File: src/rtl/regfile_pkg.sv
// regfile_pkg: register-file sizing and mode constants shared with decode and writeback
package regfile_pkg;
  localparam int RF_WIDTH = 16;
  localparam int RF_DEPTH = 8;
  localparam int RF_NREAD = 2;
  localparam bit RF_ZERO_REG = 1'b0;
  localparam bit RF_BYPASS = 1'b1;
endpackage

File: src/rtl/regfile_scoreboard.sv
// regfile_scoreboard: per-register busy vector, WAW issue stall and registered busy count
module regfile_scoreboard
  import regfile_pkg::*;
#(
  parameter int DEPTH = RF_DEPTH,
  parameter bit ZERO_REG = RF_ZERO_REG,
  localparam int AW = $clog2(DEPTH)
) (
  input  logic             clk,
  input  logic             reset_n,
  input  logic             write_en,
  input  logic [AW-1:0]    wreg,
  input  logic             issue_en,
  input  logic [AW-1:0]    issue_reg,
  output logic [DEPTH-1:0] busy,
  output logic             issue_stall,
  output logic [AW:0]      busy_cnt
);
  logic wr_ok, iss_ok;
  logic [DEPTH-1:0] busy_nxt;
  logic [AW:0] cnt_nxt;
  assign issue_stall = issue_en & busy[issue_reg] & ~(write_en & (wreg == issue_reg));
  assign wr_ok = write_en & ~(ZERO_REG & (wreg == '0));
  assign iss_ok = issue_en & ~issue_stall & ~(ZERO_REG & (issue_reg == '0));
  // set is applied after clear so a same-register issue wins over writeback
  assign busy_nxt = (busy & ~(DEPTH'(wr_ok) << wreg)) | (DEPTH'(iss_ok) << issue_reg);
  always_comb begin
    cnt_nxt = '0;
    for (int i = 0; i < DEPTH; i++) cnt_nxt += (AW+1)'(busy_nxt[i]);
  end
  always_ff @(posedge clk) begin
    if (!reset_n) begin
      busy <= '0;
      busy_cnt <= '0;
    end else begin
      busy <= busy_nxt;
      busy_cnt <= cnt_nxt;
    end
  end
endmodule

File: src/rtl/regfile_sb.sv
// regfile_sb: parametrised register file with write bypass and busy scoreboard
module regfile_sb
  import regfile_pkg::*;
#(
  parameter int WIDTH = RF_WIDTH,
  parameter int DEPTH = RF_DEPTH,
  parameter int NREAD = RF_NREAD,
  parameter bit ZERO_REG = RF_ZERO_REG,
  parameter bit BYPASS = RF_BYPASS,
  localparam int AW = $clog2(DEPTH)
) (
  input  logic                   clk,
  input  logic                   reset_n,
  input  logic                   write_en,
  input  logic [AW-1:0]          wreg,
  input  logic [WIDTH-1:0]       writedata,
  input  logic [NREAD*AW-1:0]    rd_addr,
  output logic [NREAD*WIDTH-1:0] rd_data,
  output logic [NREAD-1:0]       rd_busy,
  input  logic                   issue_en,
  input  logic [AW-1:0]          issue_reg,
  output logic                   issue_stall,
  output logic [AW:0]            busy_cnt
);
  logic [WIDTH-1:0] mem [DEPTH];
  logic [DEPTH-1:0] busy;
  always_ff @(posedge clk) begin
    if (!reset_n) mem <= '{default: '0};
    else if (write_en && !(ZERO_REG && wreg == '0)) mem[wreg] <= writedata;
  end
  for (genvar g = 0; g < NREAD; g++) begin : g_rd
    logic [AW-1:0] a;
    logic hit;
    assign a = rd_addr[g*AW +: AW];
    assign hit = BYPASS && write_en && reset_n && (wreg == a);
    assign rd_data[g*WIDTH +: WIDTH] = (ZERO_REG && a == '0) ? '0 : hit ? writedata : mem[a];
    assign rd_busy[g] = busy[a] & ~hit;
  end
  regfile_scoreboard #(.DEPTH(DEPTH), .ZERO_REG(ZERO_REG)) u_sb (
    .clk(clk),
    .reset_n(reset_n),
    .write_en(write_en),
    .wreg(wreg),
    .issue_en(issue_en),
    .issue_reg(issue_reg),
    .busy(busy),
    .issue_stall(issue_stall),
    .busy_cnt(busy_cnt)
  );
endmodule

File: config.mk
export PLATFORM = sky130hd
export DESIGN_NAME = regfile_sb
export DESIGN_NICKNAME = d
export VERILOG_FILES = /design/src/rtl/regfile_pkg.sv /design/src/rtl/regfile_scoreboard.sv /design/src/rtl/regfile_sb.sv
export SDC_FILE = /design/constraint.sdc
export NUM_CORES = 1
export LEC_CHECK = 0
export CORE_ASPECT_RATIO = 1.4
export CORE_UTILIZATION = 60
export DETAILED_ROUTE_END_ITERATION = 8
export PLACE_DENSITY = 0.86
export SYNTH_ARGS = -nofsm -noshare
export SYNTH_HDL_FRONTEND = slang
export SYNTH_SLANG_ARGS = --single-unit
File: constraint.sdc
create_clock -name clk -period 9.4 [get_ports clk]
set_input_delay 1.88 -clock clk [delete_from_list [all_inputs] [get_ports clk]]
set_output_delay 1.88 -clock clk [all_outputs]
set_load 0.02 [all_outputs]
==> results.yml, run 1 <==
job:
  cap_violations: 0
cts:
  cts-htree-levels: 4
  clk_latency_ns: 0.42
  ctsLongestPathBuffers: 2
  tritoncts.num_buffers: 17
  path_clk_slew_ns: 0.05
  cts_tree: "done"
  postCtsHoldBufs: 0
  clock_sinks: 140
  post-cts-setup-buffers: 0
  root_buffer: "clkbuf_16"
  ctsResizeCount: 0
finish:
  nNetsFinal: 939
  final_common_cell: "nand2_1"
  antenna_cells: 0
  mostFrequentLayoutCells: "nand2_1, dfxtp_1, a21oi_1, clkdlybuf4s50_1, mux4_2"
  area_growth_pct: 12.2
  fin_area_um2: 9100
  drive_gt1_share_pct: 14.9
timing:
  relSlewSlack_pct: 21.3
  rsz0062_at_grt: "no"
  setup_ws_ns: 2.89
  min_period_over_period_pct: 69.2
  finalHoldViolCount: 0
  worst_pin_slew_ns: 1.18
  final.min_clock_period_ns: 6.51
  setup_viol: 0
  fin_worst_skew_ns: 0.00603
  finalMaxSlewViolations: 0
  tns_ns: 0
  max_freq_mhz: 154
synth:
  synth_top_area_cell: "dfxtp_1"
  synth_compound_area_share_pct: 12.2
  yosys.area_share.simple_pct: 19.3
  ys_seq_area_share_pct: 34.5
  synth_top_family_by_area: "multiplexers"
  ys_types: 49
  synth_area_per_cell_um2: 9.19
  synth_area_leaders: "dfxtp_1, mux4_2, nand2_1"
  yosys_warnings: 0
  ys_ff_latch: 140
  synth.area.mux_share_pct: 23.7
  synthAdderAreaFrac_pct: 1.45
  synth_xor_area_share_pct: 1.08
  syn_area_um2: 8110
  netlist_instances: 883
  synth_nets: 922
  synth_top_area_share_pct: 34.5
worst_setup_path:
  crit_fanout: 33
  arrival_ns: 4.63
  path_class: "input pin to output pin"
  setup.worst_path.end_class: "output pin"
  critical_path_required_ns: 7.52
  cp-start-kind: "input pin"
power:
  vdd_drop_max_v: 0.000101
  powerDensity_nw_per_um2: 165
  p_clk_share_pct: 46.9
  leakage_nw: 3.09
  internal-power_mw: 1.13
  p_sw_share_pct: 24.9
  switchingPower_mw: 0.374
  p_comb_share_pct: 12.0
  pwr-share-seq_pct: 41.0
  fin_total_pwr_mw: 1.50
drt:
  dr.first_iter.drc_count: 621
  wl_per_cell_um: 20.9
  ant_nets: 0
  wirelength_um: 22800
  drc: 0
  drt_pass1_iterations: 5
  via_per_inst: 6.39
  num_vias: 6961
die:
  io_pins: 71
  fp.dieW_um: 100
  core_area_um2: 13000
  rows: 49
  start_util_pct: 62.4
  design.die.area_um2: 14000
  die_h_um: 140
hold_path:
  min_path_type: "flop to flop"
placement:
  place_congestion: 0.907
  port_buffers: 70
  placedInstanceArea_um2: 8480
  hpwl_um: 13600
  pre_cts_ws_ns: 2.99
global_route:
  grt_pass1_vias: 7093
  grt-ovfl-total: 0
  antenna_found_initial: 0
  grt_max_degree: 114
  grt_pass1_wl_um: 35900
  grt_use_total_pct: 34.1
run_status:
  status: "completed"
==> logic make-up (layout without fill, tap and decap cells) <==
group                      after synthesis  after routing
buffers and inverters                   88            117
DFF                                    140            140
AOI/OAI and AO/OA                      180            180
and+or+nand+nor                        353            353
muxes                                  105            105
xor gates and xnor gates                10             10
adders and majority gates                7              7
==> power by group through the flow <==
stage | Sequential [mW] | Clock (mW) | Combinational, mW
3_5_place_dp | 0.629 | 0 | 0.178
6_report | 0.617 | 0.706 | 0.181
5_1_grt | 0.618 | 0.730 | 0.193
4_1_cts | 0.617 | 0.704 | 0.179
2_1_floorplan | 0.628 | 0 | 0.133
3_3_place_gp | 0.628 | 0 | 0.175
==> area by class of cell <==
type,instances,area [um2]
multi-input combinational,655,4680
fill,949,3900
sequential,140,2800
timing repair buffer,78,746
clock buffer,22,454
tap,178,223
clock inverter,9,161
inverter,8,32.5
==> final timing paths <==
| kind | start | to | slack, ns | cells after the start |
|---|---|---|---|---|
| max | wreg[1] | rd_data[8] | 2.89 | 7 |
| min | mem[29] | mem[29] | 0.46 | 2 |
| max reg2reg | u_sb.busy[7] | u_sb.busy_cnt[1] | 5.85 | 13 |
| min reg2reg | mem[29] | mem[29] | 0.46 | 2 |
==> metrics by stage <==
step                      std cells  hold WS [ns]  utilization [%]
after global placement         1059         0.448             65.3
after global routing           1090         0.481             70.0
after floorplan                 883         0.441                -
final                          1090         0.465             70.0
after detailed placement       1059         0.456             65.3
after CTS                      1090         0.464             70.0
==> cell usage after synthesis, drive strengths merged <==
library cell,number
nand2,307
dfxtp,140
a21oi,134
mux4,68
buf,60
o21ai,35
mux2i,34
clkbuf,20
nor2,14
nand3,9
inv,8
xor2,7
nor2b,6
nand2b,5
fa,4
o31ai,4
ha,3
mux2,3
nor3,3
xnor2,3
and2,2
nor3b,2
nor4,2
o311ai,2
a2111oi,1
a22oi,1
a2bb2oi,1
and4,1
and4bb,1
nand4,1
o22ai,1
o41ai,1
==> flip-flops by register name (all words and copies together) (netlist names) <==
| signal | flops |
|---|---|
| mem | 128 |
| u_sb.busy | 8 |
| u_sb.busy_cnt | 4 |
==> worst max-delay path, cell delays in order <==
cell and delay, ns:
clkdlybuf4s50_1 0.98, xor2_1 0.24, nor4_4 0.32, buf_4 0.38, nand2_1 0.08, o21ai_0 0.10
clkdlybuf4s50_1 0.63
==> metal layers <==
metal	up-vias	global-route usage (%)	wire length [um]
li1	3099	-	-
met1	3324	38.7	7960
met2	415	57.1	11600
met3	123	6.68	1900
met4	0	23.3	1370
met5	-	0	0
(Power assumes the default switching activity.)
==> run 2, diff against run 1 <==
--- a/config.mk
+++ b/config.mk
@@ -6,9 +6,9 @@
 export NUM_CORES = 1
 export LEC_CHECK = 0
 export CORE_ASPECT_RATIO = 1.4
-export CORE_UTILIZATION = 60
+export CORE_UTILIZATION = 59
 export DETAILED_ROUTE_END_ITERATION = 8
-export PLACE_DENSITY = 0.86
+export PLACE_DENSITY = 0.85
 export SYNTH_ARGS = -nofsm -noshare
 export SYNTH_HDL_FRONTEND = slang
 export SYNTH_SLANG_ARGS = --single-unit
==> constraint.sdc (replaced) <==
create_clock -name clk -period 6.31 [get_ports clk]
set_input_delay 1.262 -clock clk [delete_from_list [all_inputs] [get_ports clk]]
set_output_delay 1.262 -clock clk [all_outputs]
set_load 0.02 [all_outputs]
==> run 2 against run 1 <==
Cell area up 1.1%. Register-to-register slack worse by 3.1 ns. Highest routed layer unchanged. Critical path depth unchanged. Clock skew down 0.0035 ns. Sequential cell count unchanged. Combinational power up 51%. Total power up 54%. Die area up 1.7%. Routed wire length up 2.9%. Cell count up 1.0%.
==> results.yml, run 2 (synthesized netlist as in run 1, its figures left out) <==
placement:
  pre_cts_ws_ns: 0.871
  port_buffers: 70
  dp.cells: 1070
  placedInstanceArea_um2: 8540
  hpwl_um: 14000
  place_congestion: 0.888
worst_setup_path:
  timing.rr.start: "u_sb.busy[0]"
  cp-start-kind: "input pin"
  arrival_ns: 4.01
  path_common_cell: "clkdlybuf4s50_1"
  setup.worst_path.end_class: "output pin"
  path_class: "input pin to output pin"
  crit_fanout: 33
  cp_cell_sequence: "clkdlybuf4s50_1, xor2_1, nor4_4, buf_4, nand2_1, o21ai_1, clkdlybuf4s50_1"
  endpoint: "rd_data[30]"
  crit_path_start: "wreg[2]"
  slowest_delay_ns: 0.91
  critical_path_required_ns: 5.05
  cpMaxStageDelayCell: "clkdlybuf4s50_1"
  rr_worst_depth: 13
  rrSetupSlack_ns: 2.75
  r2r_end: "u_sb.busy_cnt[1]"
timing:
  worst_pin_slew_ns: 0.896
  tns_ns: 0
  setup_viol: 0
  final.min_clock_period_ns: 5.27
  finalMaxSlewViolations: 0
  finalHoldViolCount: 0
  fin_worst_skew_ns: 0.00257
  holdWs_ns: 0.466
  max_freq_mhz: 190
  setup_ws_ns: 1.04
  rsz0062_at_grt: "no"
  min_period_over_period_pct: 83.5
  relSlewSlack_pct: 40.2
run_status:
  status: "completed"
die:
  fp.dieW_um: 101
  design.die.area_um2: 14200
  io_pins: 71
  core_area_um2: 13400
  die_h_um: 141
  start_util_pct: 60.6
  rows: 50
drt:
  drc: 0
  wirelength_um: 23500
  via_per_inst: 6.38
  ant_nets: 0
  num_vias: 7028
  wl_per_cell_um: 21.3
  drt_pass1_iterations: 5
  dr.first_iter.drc_count: 619
cts:
  path_clk_slew_ns: 0.06
  tritoncts.num_buffers: 17
  clk_latency_ns: 0.42
  ctsLongestPathBuffers: 2
  post-cts-setup-buffers: 0
  postCtsHoldBufs: 0
  root_buffer: "clkbuf_16"
  clock_sinks: 140
  ctsResizeCount: 0
  cts-htree-levels: 4
  cts_tree: "done"
job:
  cap_violations: 0
finish:
  mostFrequentLayoutCells: "nand2_1, dfxtp_1, a21oi_1, clkdlybuf4s50_1, mux4_2"
  reg_top3: "mem (128), u_sb.busy (8), u_sb.busy_cnt (4)"
  fin_area_um2: 9200
  final_util_pct: 68.7
  drive_gt1_share_pct: 15.9
  fillers: 1016
  finalNonFillerCells: 1101
  nNetsFinal: 946
  area_growth_pct: 13.4
  antenna_cells: 0
  top_register: "mem"
  final_common_cell: "nand2_1"
  largest_reg_flops: 128
global_route:
  grt_pass1_wl_um: 36400
  grt-ovfl-total: 0
  grt_pass1_vias: 7051
  grt_use_total_pct: 34.7
  grt_max_degree: 89
  antenna_found_initial: 0
power:
  vdd_drop_max_v: 0.000190
  leakage_nw: 3.15
  powerDensity_nw_per_um2: 251
  fin_total_pwr_mw: 2.31
hold_path:
  min_path_type: "flop to flop"
run 2: metal layers:
layer  vias to the layer above  track usage (%)  routed length, um
li1                       3110                -                  -
met1                      3326             38.3               7870
met2                       470             59.1              11900
met3                       122             7.19               2320
met4                         0             23.6               1330
met5                         -                0                  0
run 2: worst max-delay path: cells and delay by family:
family                 cells  cell delay, ns
AO/OA/AOI/OAI              1            0.12
AND/OR/NAND/NOR            2            0.39
XOR/XNOR                   1            0.21
buffers and inverters      3            1.99
run 2: where the power goes:
group          leakage (nW)  internal (mW)  switching, mW  total, mW
clock                 0.320          0.732          0.384       1.12
sequential             1.13          0.905         0.0147      0.919
combinational          1.70          0.109          0.165      0.274
total                  3.15           1.74          0.564       2.31
run 2: layout make-up:
| cell class | instances | area [um2] | share of cell area [%] |
|---|---|---|---|
| Clock inverter | 10 | 185 | 2.01 |
| Timing Repair Buffer | 85 | 798 | 8.68 |
| Multi-Input combinational cell | 655 | 4680 | 50.9 |
| Tap cell | 182 | 228 | 2.48 |
| Clock buffer | 21 | 470 | 5.11 |
| Sequential cell | 140 | 2800 | 30.5 |
| Inverter | 8 | 32.5 | 0.354 |
run 2: how the worst min path moves through the flow:
| stage | depth (start not counted) | to | slack, ns | from |
|---|---|---|---|---|
| after CTS | 2 | mem[29] | 0.47 | mem[29] |
| after floorplan | 2 | mem[16] | 0.44 | mem[16] |
| after global placement | 2 | mem[86] | 0.45 | mem[86] |
| after global routing | 2 | mem[92] | 0.49 | mem[92] |
| after detailed placement | 2 | mem[89] | 0.46 | mem[89] |
| final | 2 | mem[29] | 0.47 | mem[29] |
